$ cat src/rtl/ioport_bank.sv
// rtl/ioport_bank.sv - four-port memory-mapped I/O responder for the tinymips data bus
module ioport_bank #(
    parameter int IN_WIDTH        = 16,
    parameter int DEBOUNCE_CYCLES = 4
) (
    input  logic                clk,
    input  logic                reset,
    input  logic [3:0]          ioport_we,
    input  logic [31:0]         wd,
    input  logic [1:0]          ioport_rd_sel,
    output logic [31:0]         rd,
    input  logic [IN_WIDTH-1:0] port_in,
    output logic [31:0]         port_out0,
    output logic [31:0]         port_out1,
    output logic                edge_irq
);

    localparam int CW = $clog2(DEBOUNCE_CYCLES) + 1;
    localparam logic [CW-1:0] CNT_MAX = CW'(DEBOUNCE_CYCLES - 1);

    logic [31:0]         out0;
    logic [31:0]         out1;
    logic [IN_WIDTH-1:0] sync1;
    logic [IN_WIDTH-1:0] sync2;
    logic [IN_WIDTH-1:0] cand;
    logic [IN_WIDTH-1:0] deb;
    logic [IN_WIDTH-1:0] deb_d;
    logic [IN_WIDTH-1:0] cap;
    logic [CW-1:0]       cnt;

    logic [IN_WIDTH-1:0] rise;
    logic [IN_WIDTH-1:0] clr_mask;
    logic [31:0]         deb_ext;
    logic [31:0]         cap_ext;

    // Port 2 is the input side; the store decode never targets it, so its enable is dropped.
    logic unused_we2;
    assign unused_we2 = ioport_we[2];

    // CPU output registers; each enable bit acts on its own port.
    always_ff @(posedge clk) begin
        if (reset) begin
            out0 <= '0;
            out1 <= '0;
        end else begin
            if (ioport_we[0]) out0 <= wd;
            if (ioport_we[1]) out1 <= wd;
        end
    end

    // Two-flop synchroniser for the whole asynchronous input vector.
    always_ff @(posedge clk) begin
        if (reset) begin
            sync1 <= '0;
            sync2 <= '0;
        end else begin
            sync1 <= port_in;
            sync2 <= sync1;
        end
    end

    // Whole-vector debounce: any bit change restarts the stability count.
    always_ff @(posedge clk) begin
        if (reset) begin
            cand <= '0;
            cnt  <= '0;
            deb  <= '0;
        end else if (sync2 != cand) begin
            cand <= sync2;
            cnt  <= '0;
        end else if (cnt < CNT_MAX) begin
            cnt <= cnt + 1'b1;
        end else begin
            deb <= cand;
        end
    end

    // Rising-edge detect on the debounced value and write-1-to-clear mask.
    always_comb begin
        rise     = deb & ~deb_d;
        clr_mask = ioport_we[3] ? wd[IN_WIDTH-1:0] : '0;
    end

    // Edge capture register; a new rise wins over a same-cycle clear.
    always_ff @(posedge clk) begin
        if (reset) begin
            deb_d <= '0;
            cap   <= '0;
        end else begin
            deb_d <= deb;
            cap   <= (cap & ~clr_mask) | rise;
        end
    end

    // Read mux straight from state, narrow ports zero-extended to the bus width.
    always_comb begin
        deb_ext = 32'(deb);
        cap_ext = 32'(cap);
        rd      = '0;
        case (ioport_rd_sel)
            2'd0:    rd = out0;
            2'd1:    rd = out1;
            2'd2:    rd = deb_ext;
            default: rd = cap_ext;
        endcase
    end

    assign port_out0 = out0;
    assign port_out1 = out1;
    assign edge_irq  = |cap;

endmodule

$ cat config.mk
export PLATFORM = sky130hd
export DESIGN_NAME = ioport_bank
export DESIGN_NICKNAME = d
export VERILOG_FILES = /design/src/rtl/ioport_bank.sv
export SDC_FILE = /design/constraint.sdc
export NUM_CORES = 1
export LEC_CHECK = 0
export CAP_MARGIN = 20
export CORE_MARGIN = 5
export CORE_UTILIZATION = 40
export CTS_BUF_LIST = sky130_fd_sc_hd__clkbuf_16
export CTS_CLUSTER_DIAMETER = 60
export DETAILED_ROUTE_END_ITERATION = 12
export HOLD_SLACK_MARGIN = 0.12
export PLACE_DENSITY = 0.72
export SLEW_MARGIN = 20
export SYNTH_ARGS = -nofsm -noshare
export SYNTH_HDL_FRONTEND = slang
export SYNTH_SLANG_ARGS = --single-unit
$ cat constraint.sdc
create_clock -name clk -period 2.1 [get_ports clk]
set_input_delay 0.21 -clock clk [delete_from_list [all_inputs] [get_ports clk]]
set_output_delay 0.21 -clock clk [all_outputs]
set_load 0.01 [all_outputs]
==> impl_metrics.yaml <==
outcome:
  status: "finished clean"
die:
  core_sq_um: 15150
  die_area_sq_um: 17970
  placementRows: 45
  die_h_um: 134.1
  die_w_um: 134.1
  start_util: 0.4064
  io_pins: 153
clock_network:
  cts-buffers-inserted: 17
  worstSkewPairLatency_ns: 0.41
  clk_pin_slew_ns: 0.06
  clkSinkCount: 163
  clockRootBuffer: "clkbuf_16"
  cts_tree: "done"
  cts_max_path_buffers: 2
  postCtsHoldBufs: 0
  ctsHtreeMaxLevel: 4
drt:
  antenna_left: 0
  drt_iter0_markers: 253
  drc: 0
  wire_per_inst_um: 15.55
  viasPerCell: 4.883
  num_vias: 4561
  first_pass_iters: 4
  wirelength_um: 14530
global_route:
  grt.met2_usage: 0.2746
  grt_pass1_wl_um: 23600
  grt_max_degree: 65
  use_met1: 0.2058
  gr-total-overflow: 0
  grt_pass1_vias: 4605
  grt-busiest-layer: "met2"
  antenna_found_initial: 0
  grt.met3_usage: 0.05101
  grt_util_all_layers: 0.1643
sta:
  slew_violations: 0
  worst_pin_slew_ns: 0.6546
  hold_viol: 0
  post-route-period-util: 0.9572
  slew-limit-headroom: 0.5636
  timing.fmax_mhz: 497.5
  rsz0062_at_grt: "false"
  hold_slack_ns: 0.3035
  setup_tns_ns: 0
  fin_skew_ns: 0.006403
  finalSetupViolCount: 0
  fin_crit_ns: 2.010
power:
  peakVddDrop_v: 0.0005536
  p_per_area_nw_per_um2: 800.2
  p_leak_nw: 3.483
finish:
  drive_gt1_frac: 0.08579
  final_cell_mix: "dfxtp_1 (163), clkdlybuf4s50_1 (145), nor2_1 (97), nor2b_1 (81), mux2i_1 (80)"
  n_antenna_cell: 0
  fin_cells: 934
  syn_to_final_growth_pct: 36.10
  post-route-util: 0.5532
  layout_commonest_cell: "dfxtp_1"
  fin_nets: 795
yosys:
  synth_fp_nets: 651
  synth_seq_cells: 163
  avgSynthCellArea_sq_um: 10.36
  synth_fa_ha_area_frac: 0.002033
  synth_simple_gate_area_share: 0.1636
  synth_top_family_by_area: "multiplexers"
  syn-cell-area_sq_um: 6156
  syn_inst: 594
  synth_cell_types: 19
  synth_xor_xnor_area_share: 0.02276
  seq_area_frac_synth: 0.5301
  synth_top_area_share: 0.5301
  yosys_warnings: 0
  synth-compound-area-share: 0.05407
  synth.area.mux_share: 0.1886
  synthTopCellsByArea: "dfxtp_1 (53%), mux2i_1 (13%), nor2b_1 (8.2%)"
  yosys.area.top_type: "dfxtp_1"
run:
  cap_violations: 0
placed_design:
  place_hpwl_um: 10740
  globalplace.congestion: 0.8489
  port_buffers: 151
  dpl.cell_count: 907
worst_setup_path:
  start_kind: "flip-flop"
  cp.required_ns: 1.89
  ff2ff_path_depth: 6
  crit_slowest_cell: "mux4_2"
  critPathMaxStageDelay_ns: 0.52
  criticalPathCategory: "flip-flop to primary output"
  end_kind: "primary output"
  path_cells: "mux4_2 > clkdlybuf4s50_1"
  r2r_setup_slack_ns: 0.27
  reg2reg_to: "deb[14]$_SDFFE_PP0P_"
  rr_startpoint: "cand[0]$_SDFFE_PP0P_"
  cp.arrival_ns: 1.80
  worstPathMaxFanout: 3
min_path:
  holdPathStages: 2
  hp-start: "reset"
  min_to: "sync1[5]$_SDFF_PP0_"
  min_path_type: "input pin to flip-flop"
==> layout make-up <==
type	instances	area (sq um)
clock buffers	17	425.4
clock inverters	10	75.07
flip-flops and latches	163	3263
well taps	188	235.2
multi-input cells	373	2670
inverters	16	60.06
repair buffers	167	1649
fillers	1289	6768
==> registers in the layout (all words and copies together), names as in the netlist <==
name	cells
port_out0	32
port_out1	32
cand	16
cap	16
deb	16
deb_d	16
sync1	16
sync2	16
cnt	3
==> how the worst max path moves through the flow <==
stage	endpoint	slack, ns	start	cells past startpoint
floorplan	rd[16]	0.65	ioport_rd_sel[0]	5
detailed placement	rd[19]	0.18	ioport_rd_sel[0]	5
finish	rd[3]	0.09	port_out1[3]$_SDFFE_PP0P_	2
CTS	edge_irq	0.004	cap[7]$_SDFF_PP0_	3
global route	rd[3]	0.03	port_out1[3]$_SDFFE_PP0P_	2
global placement	rd[19]	0.21	ioport_rd_sel[0]	5
==> timing repair <==
item,CTS,global route
gates resized for setup,0,3
endpoints found under the setup margin,0,1
buffers inserted,0,0
==> critical path, delay by kind of cell, from the launching register on <==
kind / cells / cell delay, ns
mux: 1 / 0.52
buf+inv: 1 / 0.52
flops: 1 / 0.35
==> synth_stat cells <==
library cell,number
nor4_1,8
xor2_1,16
nand2_1,18
a211oi_2,1
mux4_2,16
mux2i_1,80
or2_1,1
o21ai_0,17
buf_1,3
clkbuf_1,22
o41ai_1,16
dfxtp_1,163
nor2b_1,81
inv_1,16
nor2_1,97
buf_2,17
nand4_1,2
ha_1,1
a21oi_1,19
==> metrics by stage <==
step | power, W | instance area, sq um | setup slack [ns]
after floorplan | 0.003698 | 6156 | 0.6481
after global routing | 0.006967 | 8378 | 0.02797
after CTS | 0.006784 | 8363 | 0.003612
after detailed placement | 0.004107 | 7863 | 0.1819
after global placement | 0.004088 | 7863 | 0.2088
final | 0.006704 | 8378 | 0.08991
==> cells by family after synthesis <==
group,Yosys count
AOI/OAI and AO/OA,53
xor gates and xnor gates,16
adders and majority gates,1
buffers and inverters,58
DFF,163
muxes,96
and+or+nand+nor,207
==> report_power, final <==
part           leakage (nW)  switching [W]  internal, W
clock network         0.249        0.00110      0.00157
logic                  1.90       0.000330     0.000423
registers              1.33      0.0000772      0.00321
total                  3.48        0.00151      0.00519
==> per-layer routing <==
| layer | vias up | wire (um) |
|---|---|---|
| met5 | - | 0 |
| met4 | 0 | 163 |
| met3 | 13 | 1020 |
| met2 | 151 | 6794 |
| met1 | 2121 | 6548 |
| li1 | 2276 | - |
Note: power is estimated with default switching activity, not from simulation.
